## src/rtl/fm_hop_pkg.sv

```systemverilog
// Shared definitions for the FM hop scheduler: state encoding, table widths,
// Wishbone register-index width and default parameter values.
// Optional feature macro: FM_HOP_DEVIATION_EN (adds a deviation table and a
// second register write per hop).
package fm_hop_pkg;

    localparam int WB_AW            = 2;
    localparam int CAR_W            = 32;
    localparam int DEV_W            = 14;

`ifdef FM_HOP_DEVIATION_EN
    localparam int TBL_DW           = CAR_W + DEV_W;
`else
    localparam int TBL_DW           = CAR_W;
`endif

    localparam int DEF_TBL_AW       = 4;
    localparam int DEF_DWELL_W      = 24;
    localparam int DEF_ACK_TIMEOUT  = 15;
    localparam int DEF_CARRIER_ADDR = 0;
    localparam int DEF_DEV_ADDR     = 2;

    typedef enum logic [2:0] {
        ST_IDLE  = 3'd0,
        ST_FETCH = 3'd1,
        ST_REQ   = 3'd2,
        ST_ACK   = 3'd3,
        ST_DWELL = 3'd4,
        ST_ERR   = 3'd5,
        ST_REQ2  = 3'd6,
        ST_ACK2  = 3'd7
    } hop_state_t;

    // A run is in progress in every state except the two resting states.
    function automatic logic is_active(input hop_state_t s);
        return !((s == ST_IDLE) || (s == ST_ERR));
    endfunction

endpackage

```

## src/rtl/fm_hop_table.sv

```systemverilog
// Hop table RAM: one synchronous write port, one registered read port.
// The read register holds its value until the next read enable so it can
// drive the bus data directly for the whole bus cycle.
module fm_hop_table #(
    parameter int AW = 4,
    parameter int DW = 32
) (
    input  logic          i_clk,
    input  logic          i_reset_n,
    input  logic          i_we,
    input  logic [AW-1:0] i_waddr,
    input  logic [DW-1:0] i_wdata,
    input  logic          i_re,
    input  logic [AW-1:0] i_raddr,
    output logic [DW-1:0] o_rdata
);

    logic [DW-1:0] mem [2**AW];

    // Host write port; the array itself is never reset.
    always_ff @(posedge i_clk) begin
        if (i_we) begin
            mem[i_waddr] <= i_wdata;
        end
    end

    // Registered read, held between fetches, cleared by reset.
    always_ff @(posedge i_clk or negedge i_reset_n) begin
        if (!i_reset_n) begin
            o_rdata <= '0;
        end else if (i_re) begin
            o_rdata <= mem[i_raddr];
        end
    end

endmodule

```

## src/rtl/fm_hop_scheduler.sv

```systemverilog
// Frequency-hopping scheduler: steps through a hop table and writes each
// carrier increment to the FM generator over pipelined Wishbone, waiting a
// programmable dwell between hops.
// Optional feature macro: FM_HOP_DEVIATION_EN (second write of a 14-bit
// deviation per hop to register DEV_ADDR).
module fm_hop_scheduler
    import fm_hop_pkg::*;
#(
    parameter int TBL_AW       = DEF_TBL_AW,
    parameter int DWELL_W      = DEF_DWELL_W,
    parameter int ACK_TIMEOUT  = DEF_ACK_TIMEOUT,
`ifdef FM_HOP_DEVIATION_EN
    parameter int DEV_ADDR     = DEF_DEV_ADDR,
`endif
    parameter int CARRIER_ADDR = DEF_CARRIER_ADDR
) (
    input  logic               i_clk,
    input  logic               i_reset_n,
    input  logic               i_start,
    input  logic               i_stop,
    input  logic               i_loop,
    input  logic [TBL_AW-1:0]  i_num_hops,
    input  logic [DWELL_W-1:0] i_dwell,
    input  logic               i_tbl_we,
    input  logic [TBL_AW-1:0]  i_tbl_addr,
    input  logic [TBL_DW-1:0]  i_tbl_data,
    output logic               o_wb_cyc,
    output logic               o_wb_stb,
    output logic               o_wb_we,
    output logic [WB_AW-1:0]   o_wb_addr,
    output logic [CAR_W-1:0]   o_wb_data,
    input  logic               i_wb_ack,
    input  logic               i_wb_stall,
    output logic               o_busy,
    output logic [TBL_AW-1:0]  o_hop_idx,
    output logic               o_hop_stb,
    output logic               o_err
);

    localparam int TO_W = $clog2(ACK_TIMEOUT + 1);
    localparam logic [TO_W-1:0] TO_LAST = TO_W'(ACK_TIMEOUT - 1);

    hop_state_t         state, state_nxt;
    logic [TBL_AW-1:0]  idx, idx_nxt;
    logic [DWELL_W-1:0] dwell_cnt, dwell_nxt, dwell_load;
    logic [TO_W-1:0]    to_cnt, to_nxt;
    logic               stop_pend, stop_pend_nxt, stop_now;
    logic               err_nxt, hop_stb_nxt;
    logic [TBL_AW-1:0]  hop_idx_nxt;
    logic               tbl_re;
    logic [CAR_W-1:0]   car_rdata;

    assign stop_now   = stop_pend | i_stop;
    assign dwell_load = (i_dwell == '0) ? DWELL_W'(1) : i_dwell;
    assign o_wb_we    = o_wb_cyc;
    assign o_busy     = is_active(state);

    fm_hop_table #(
        .AW (TBL_AW),
        .DW (CAR_W)
    ) u_car_tbl (
        .i_clk     (i_clk),
        .i_reset_n (i_reset_n),
        .i_we      (i_tbl_we),
        .i_waddr   (i_tbl_addr),
        .i_wdata   (i_tbl_data[CAR_W-1:0]),
        .i_re      (tbl_re),
        .i_raddr   (idx),
        .o_rdata   (car_rdata)
    );

`ifdef FM_HOP_DEVIATION_EN
    logic [DEV_W-1:0] dev_rdata;

    fm_hop_table #(
        .AW (TBL_AW),
        .DW (DEV_W)
    ) u_dev_tbl (
        .i_clk     (i_clk),
        .i_reset_n (i_reset_n),
        .i_we      (i_tbl_we),
        .i_waddr   (i_tbl_addr),
        .i_wdata   (i_tbl_data[CAR_W+DEV_W-1:CAR_W]),
        .i_re      (tbl_re),
        .i_raddr   (idx),
        .o_rdata   (dev_rdata)
    );

    assign o_wb_data = ((state == ST_REQ2) || (state == ST_ACK2))
                     ? {{(CAR_W-DEV_W){1'b0}}, dev_rdata} : car_rdata;
`else
    assign o_wb_data = car_rdata;
`endif

    // Next-state, counter updates and bus controls for the hop sequencer.
    always_comb begin
        state_nxt     = state;
        idx_nxt       = idx;
        dwell_nxt     = dwell_cnt;
        to_nxt        = to_cnt;
        stop_pend_nxt = stop_now;
        err_nxt       = o_err;
        hop_stb_nxt   = 1'b0;
        hop_idx_nxt   = o_hop_idx;
        tbl_re        = 1'b0;
        o_wb_cyc      = 1'b0;
        o_wb_stb      = 1'b0;
        o_wb_addr     = '0;

        case (state)
            ST_IDLE, ST_ERR: begin
                stop_pend_nxt = 1'b0;
                if (i_start && !i_stop) begin
                    state_nxt = ST_FETCH;
                    idx_nxt   = '0;
                    err_nxt   = 1'b0;
                end
            end

            ST_FETCH: begin
                tbl_re = 1'b1;
                if (stop_now) begin
                    state_nxt     = ST_IDLE;
                    stop_pend_nxt = 1'b0;
                end else begin
                    state_nxt = ST_REQ;
                end
            end

            ST_REQ: begin
                o_wb_cyc  = 1'b1;
                o_wb_stb  = 1'b1;
                o_wb_addr = WB_AW'(CARRIER_ADDR);
                if (!i_wb_stall) begin
                    state_nxt = ST_ACK;
                    to_nxt    = '0;
                end
            end

            ST_ACK: begin
                o_wb_cyc  = 1'b1;
                o_wb_addr = WB_AW'(CARRIER_ADDR);
                if (i_wb_ack) begin
`ifdef FM_HOP_DEVIATION_EN
                    state_nxt   = ST_REQ2;
`else
                    state_nxt   = ST_DWELL;
                    dwell_nxt   = dwell_load;
                    hop_stb_nxt = 1'b1;
                    hop_idx_nxt = idx;
`endif
                end else if (to_cnt == TO_LAST) begin
                    state_nxt     = ST_ERR;
                    err_nxt       = 1'b1;
                    stop_pend_nxt = 1'b0;
                end else begin
                    to_nxt = to_cnt + TO_W'(1);
                end
            end

`ifdef FM_HOP_DEVIATION_EN
            ST_REQ2: begin
                o_wb_cyc  = 1'b1;
                o_wb_stb  = 1'b1;
                o_wb_addr = WB_AW'(DEV_ADDR);
                if (!i_wb_stall) begin
                    state_nxt = ST_ACK2;
                    to_nxt    = '0;
                end
            end

            ST_ACK2: begin
                o_wb_cyc  = 1'b1;
                o_wb_addr = WB_AW'(DEV_ADDR);
                if (i_wb_ack) begin
                    state_nxt   = ST_DWELL;
                    dwell_nxt   = dwell_load;
                    hop_stb_nxt = 1'b1;
                    hop_idx_nxt = idx;
                end else if (to_cnt == TO_LAST) begin
                    state_nxt     = ST_ERR;
                    err_nxt       = 1'b1;
                    stop_pend_nxt = 1'b0;
                end else begin
                    to_nxt = to_cnt + TO_W'(1);
                end
            end
`endif

            ST_DWELL: begin
                if (stop_now) begin
                    state_nxt     = ST_IDLE;
                    stop_pend_nxt = 1'b0;
                end else if (dwell_cnt <= DWELL_W'(1)) begin
                    if (idx >= i_num_hops) begin
                        if (i_loop) begin
                            idx_nxt   = '0;
                            state_nxt = ST_FETCH;
                        end else begin
                            state_nxt = ST_IDLE;
                        end
                    end else begin
                        idx_nxt   = idx + TBL_AW'(1);
                        state_nxt = ST_FETCH;
                    end
                end else begin
                    dwell_nxt = dwell_cnt - DWELL_W'(1);
                end
            end

            default: begin
                state_nxt = ST_IDLE;
            end
        endcase
    end

    // State, counters and registered status outputs.
    always_ff @(posedge i_clk or negedge i_reset_n) begin
        if (!i_reset_n) begin
            state     <= ST_IDLE;
            idx       <= '0;
            dwell_cnt <= '0;
            to_cnt    <= '0;
            stop_pend <= 1'b0;
            o_err     <= 1'b0;
            o_hop_stb <= 1'b0;
            o_hop_idx <= '0;
        end else begin
            state     <= state_nxt;
            idx       <= idx_nxt;
            dwell_cnt <= dwell_nxt;
            to_cnt    <= to_nxt;
            stop_pend <= stop_pend_nxt;
            o_err     <= err_nxt;
            o_hop_stb <= hop_stb_nxt;
            o_hop_idx <= hop_idx_nxt;
        end
    end

endmodule
```

## config.mk

```make
export PLATFORM = sky130hd
export DESIGN_NAME = fm_hop_scheduler
export DESIGN_NICKNAME = d
export VERILOG_FILES = /design/src/rtl/fm_hop_pkg.sv /design/src/rtl/fm_hop_table.sv /design/src/rtl/fm_hop_scheduler.sv
export SDC_FILE = /design/constraint.sdc
export NUM_CORES = 1
export LEC_CHECK = 0
export CORE_MARGIN = 5
export CORE_UTILIZATION = 55
export DETAILED_ROUTE_END_ITERATION = 10
export DONT_BUFFER_PORTS = 1
export GPL_TIMING_DRIVEN = 0
export PLACE_DENSITY_LB_ADDON = 0.1
export SLEW_MARGIN = 30
export SYNTH_ARGS = -nofsm -noshare
export SYNTH_HDL_FRONTEND = slang
export SYNTH_HIERARCHICAL = 1
export SYNTH_SLANG_ARGS = --single-unit
```

## constraint.sdc

```tcl
create_clock -name i_clk -period 4.4 [get_ports i_clk]
set_input_delay 0.66 -clock i_clk [delete_from_list [all_inputs] [get_ports i_clk]]
set_output_delay 0.66 -clock i_clk [all_outputs]
set_load 0.005 [all_outputs]
```

# Word-level counts from Yosys, hierarchy flattened
# Memories as Yosys holds them, arrays and structs flattened. A register that Yosys moved wholly into a read port is not among the register bits.
# Index checks and enable logic that the tools add are counted.
[word_totals]
n_memories = 1
elab_cells = 92
ff_bits = 42
output_inout_bits = 44
inputBits = 72
ramBits = 512
[mem_list]
columns = ["name", "depth", "word_bits", "rd", "rd_clocked_by_memory_dff", "wr", "line", "text"]
rows = [
  ["u_car_tbl.mem", 16, 32, 1, 1, 1, "fm_hop_table.sv:18", "logic [DW-1:0] mem [2**AW];"],
]
[classes]
addsub = 3
eq_ne = 18
n_reduce_logical = 20
n_bitwise = 1
muxes = 39
magnitude_cmp = 2
[ops]
columns = ["operator", "count"]
rows = [
  ["$mux W24", 4],
  ["$pmux W24 S2", 1],
  ["$mux W4", 8],
  ["$le A24 B1 Y1 const B", 1],
  ["$logic_not A24 Y1", 1],
  ["$sub A24 B1 Y24 const B", 1],
  ["$mux W3", 7],
  ["$ne A2 B2 Y1 const B", 9],
  ["$pmux W4 S2", 2],
  ["$reduce_and A4 Y1", 4],
  ["$pmux W3 S5", 1],
  ["$mux W1", 13],
  ["$ne A3 B3 Y1 const B", 3],
  ["$add A4 B1 Y4 const B", 2],
  ["$reduce_bool A2 Y1", 4],
  ["$eq A3 B2 Y1 const B", 2],
  ["$eq A3 B3 Y1 const B", 2],
  ["$reduce_and A5 Y1", 1],
  ["$eq A4 B4 Y1 const B", 1],
  ["$ge A4 B4 Y1", 1],
  ["$pmux W1 S2", 2],
  ["$reduce_or A2 Y1", 2],
  ["$reduce_or A4 Y1", 1],
  ["$eq A3 B1 Y1 const B", 1],
  ["7 further kinds", 9],
]

# Longest topological paths before layout
[depth]
depth_word = 5
mapped_depth = 9
depth_no_buf = 8

# By module
# The synthesis kept the hierarchy.
[by_module_without_submodules]
columns = ["mod", "seq_area_each_um2", "cells_per_inst", "area_each_um2", "instances"]
rows = [
  ["fm_hop_table", 16175.5, 876, 20788.7, 1],
  ["fm_hop_scheduler", 1051.0, 314, 2641.3, 1],
]

# Least setup slack after synthesis
# No wires, ideal clock.
[synth_path]
path_type = "input port to flip-flop"
start = "input port i_tbl_addr[2]"
end = "memory u_car_tbl.mem[0][0], enable pin"
t_arrival_ps = 3378
setup_ps = 461
t_required_ps = 3939
path_stages = 2
n_path_buf = 0
slack_ps = 560
path_cell_list = "or3b_2 nor3_1"
[synth_lines]
columns = ["element", "line", "text"]
rows = [
  ["from (decl)", "fm_hop_scheduler.sv:25", "input logic [TBL_AW-1:0] i_tbl_addr,"],
  ["to (decl)", "fm_hop_table.sv:18", ""],
]
# No word-level cell before the write port.

# Worst setup path after layout
[layout_path]
start = "register dwell_cnt[7]"
end = "register dwell_cnt[19]"
[layout_via]
elab_chain_cells = 4
word_cells_on_any_way = 7
cone_classes = "add/sub: 1; order compare: 1; eq/ne: 1; mux: 3; reduce/logical: 1"
[layout_lines]
columns = ["element", "line", "text"]
rows = [
  ["from (decl)", "fm_hop_scheduler.sv:45", "logic [DWELL_W-1:0] dwell_cnt, dwell_nxt, dwell_load;"],
  ["from (signal assigned)", "fm_hop_scheduler.sv:231", "dwell_cnt <= dwell_nxt;"],
  ["$sub A24 B1 Y24", "fm_hop_scheduler.sv:207", "dwell_nxt = dwell_cnt - DWELL_W'(1);"],
  ["$mux W24", "fm_hop_scheduler.sv:194", "end else if (dwell_cnt <= DWELL_W'(1)) begin"],
  ["$mux W24", "fm_hop_scheduler.sv:191", "if (stop_now) begin"],
  ["$pmux W24 S2", "fm_hop_scheduler.sv:110", "case (state)"],
]
# Parallel ways exist; a longest one is shown, timed or not. The select of a mux whose other input is x is not followed.
# A chain may end at the register's enable or synchronous reset.

==> impl_metrics.csv <==
group,metric,value,unit
timing,fmax,320,MHz
pwr,ir_worst_vdd,0.000341,V
clock_network,clockBufferDepth,3,
logic_synthesis,synth-main-ff-cell,"edfxtp_1",
floorplanning,dieWidth,216,um
pwr,p_switching,3.56,mW
clock_network,htreeDepth,2,
hold_path,holdCritPathClass,"in -> reg",
timing,tns,0,ns
logic_synthesis,synthCells,1190,
global_route,grt_start_max_net_pins,75,
worst_setup_path,cp.required,4.88,ns
hold_path,hold_depth,0,
timing,post-route-period-util,71.1,%
placement,dp_slack,1.32,ns
timing,fin_ws,1.27,ns
route,dr.pass1.iters,5,
timing,fin_skew,0.0155,ns
placement,portBuffers,0,
global_route,gr-usage-all-layers,23.1,%
clock_network,clk_pin_slew,0.06,ns
logic_synthesis,async_reset_ff_share,12.6,%
route,via_per_inst,6.30,
timing,slew_headroom,39.4,%
floorplanning,start_util,55.7,%
finish,multi_input_area,5750,um^2
pwr,sw_frac_of_total,25.8,%
timing,setup_viol,0,
finish,postLayoutCoreUtil,64.1,%
global_route,antenna_found_initial,0,
clock_network,cts_tree,"yes",
logic_synthesis,ys_types,60,
route,drc_errors,0,
finish,final_nets,1377,
clock_network,cts_resized,0,
finish,area_delta_synth_final,15.0,%
timing,period_minus_slack,3.13,ns
timing,hold_viol,0,
worst_setup_path,path_max_fanout,10,
worst_setup_path,start_kind,"flip-flop",
worst_setup_path,rr_worst_depth,6,
clock_network,cts_buffers,58,
pwr,p_seq_share,49.3,%
run_status,status,"complete, no violations",
pwr,p_per_area,511,nW/um^2
clock_network,clock-sinks,586,
global_route,grt_pass1_wl,80400,um
timing,rsz0062_at_grt,"no",
route,via_count,11863,
timing,holdWs,0.139,ns
floorplanning,dieArea,46800,um^2
finish,nFillCells,2823,
worst_setup_path,cp.arrival,3.61,ns
job,drv_cap,0,
logic_synthesis,yosysWarningCount,6,
floorplanning,rows,75,
floorplanning,die_y,216,um
pwr,p_leak,8.68,nW
pwr,finalPower,13.8,mW
logic_synthesis,synth_edf_count,512,
finish,drive_gt1_share,26.6,%
route,routed_wl,53100,um
clock_network,clk-insertion-delay-late,0.61,ns
route,antenna_left,0,
finish,mostFrequentLayoutCells,"edfxtp_1 (512), mux4_2 (120), dfrtp_1 (74)",
finish,diodes,0,
placement,gp_congestion,0.835,
global_route,overflow,0,
route,drtIter0Drc,1090,
floorplanning,core,42000,um^2
clock_network,cts_root_buffer,"clkbuf_16",
placement,hpwlAfterDp,35400,um
logic_synthesis,yosysSeqAreaShare,73.5,%
route,route.detailed.wl_per_inst,28.2,um
worst_setup_path,path_class,"reg -> reg",
pwr,power_frac_comb,14.9,%
logic_synthesis,syn_area_per_cell,19.7,um^2
worst_setup_path,cp-end-kind,"flip-flop",
logic_synthesis,ys_ff_latch,586,
global_route,grt_pass1_vias,12244,
pwr,p_clk_share,35.8,%
timing,worst_pin_slew,0.909,ns
pwr,internal-power,10.2,mW
finish,register_area,17200,um^2
timing,maxSlewViolCount,0,
logic_synthesis,syn_area,23400,um^2
floorplanning,io_pins,116,
finish,final_common_cell,"edfxtp_1",
worst max-delay path, stage by stage (launching register included):
cell	delay, ns
dfrtp_1	0.42
nor4_2	0.66
or4b_4	0.58
or4_4	0.54
a31oi_4	0.36
buf_2	0.31
o21ai_0	0.13
Yosys cell counts (all sizes together) (2+ instances only):
library cell,instances,area [um^2]
clkbuf,24,104
o21a,2,15.0
a32oi,2,17.5
nand2b,8,50.1
mux2i,32,320
or4,6,56.3
nand2,27,101
o22a,4,35.0
a22oi,6,45.0
or3b,2,17.5
ha,9,113
mux4,128,2910
nor2b,7,43.8
o22ai,35,288
and2,3,18.8
a21oi,25,125
dlygate4sd1,4,35.0
a31oi,6,52.6
o2bb2ai,4,35.0
o21ai,42,210
buf,39,385
edfxtp,512,15400
mux2,2,22.5
nand3,10,50.1
inv,13,48.8
or3,4,25.0
nor4,12,81.3
nand3b,5,37.5
nor3,18,90.1
nor3b,3,22.5
nor2,72,270
a22o,4,35.0
dfrtp,74,1850
a221oi,32,424
o211ai,2,15.0
power groups by stage:
stage	clock, mW	combinational, mW	sequential [mW]
final	4.94	2.05	6.79
after global routing	5.29	2.24	6.84
after CTS	5.04	2.06	6.79
after detailed placement	0	2.03	6.90
after global placement	0	1.95	6.90
after floorplan	0	1.52	6.77
logic make-up (layout without fill, tap and decap cells):
family | Yosys count | count (layout) | synth area share (%)
AO/OA/AOI/OAI | 170 | 170 | 5.77
adder cells (fa/ha/maj) | 9 | 9 | 0.481
buffers and inverters | 80 | 232 | 2.45
flip-flops | 586 | 586 | 73.5
multiplexers | 162 | 162 | 13.9
other | 1 | 2 | 0.0160
AND/OR/NAND/NOR | 182 | 182 | 3.87
state kept, by name, summed over array words and instances, names as in the netlist:
| name | cells |
|---|---|
| to_cnt | 4 |
| u_car_tbl/o_rdata | 32 |
| o_hop_idx | 4 |
| o_hop_stb | 1 |
| state | 3 |
| idx | 4 |
| u_car_tbl/mem | 512 |
| stop_pend | 1 |
| o_err | 1 |
| dwell_cnt | 24 |
final timing paths:
| kind | startpoint | endpoint | slack [ns] |
|---|---|---|---|
| setup / recovery | dwell_cnt[7] | dwell_cnt[19] | 1.27 |
| hold / removal | i_tbl_data[4] | u_car_tbl/mem[6][4] | 0.14 |
| min in group asynchronous | i_reset_n | u_car_tbl/o_rdata[16] | 0.70 |
| setup reg to reg | dwell_cnt[7] | dwell_cnt[19] | 1.27 |
| max in group asynchronous | i_reset_n | u_car_tbl/o_rdata[20] | 3.27 |
| hold reg to reg | dwell_cnt[8] | dwell_cnt[8] | 0.53 |
timing repair:
action,CTS,global route
buffers inserted,0,0
hold buffers,2,0
endpoints found under the hold margin,74,0
cell type report:
cell class                      count  share of cell area (%)
Buffer                             67                    1.95
Clock buffer                       73                    5.74
Clock inverter                     34                    1.37
Inverter                           13                   0.181
Multi-Input combinational cell    525                    21.3
Sequential cell                   586                    63.9
Tap cell                          539                    2.50
Timing Repair Buffer               45                    3.01
routing by layer:
| layer | wire length [um] | share of wire (%) | track usage [%] |
|---|---|---|---|
| met4 | 1300 | 2.4 | 6.32 |
| met1 | 22700 | 43 | 33.7 |
| met3 | 3620 | 6.8 | 4.54 |
| met5 | 0 | 0 | 0 |
| met2 | 25500 | 48 | 36.6 |
metrics by stage:
| stage | area, um^2 | cells |
|---|---|---|
| CTS | 27000 | 1882 |
| global route | 27000 | 1882 |
| finish | 27000 | 1882 |
| global placement | 24100 | 1730 |
| detailed placement | 25000 | 1773 |
| floorplan | 23400 | 1191 |
Note: power is estimated with default switching activity, not from simulation.
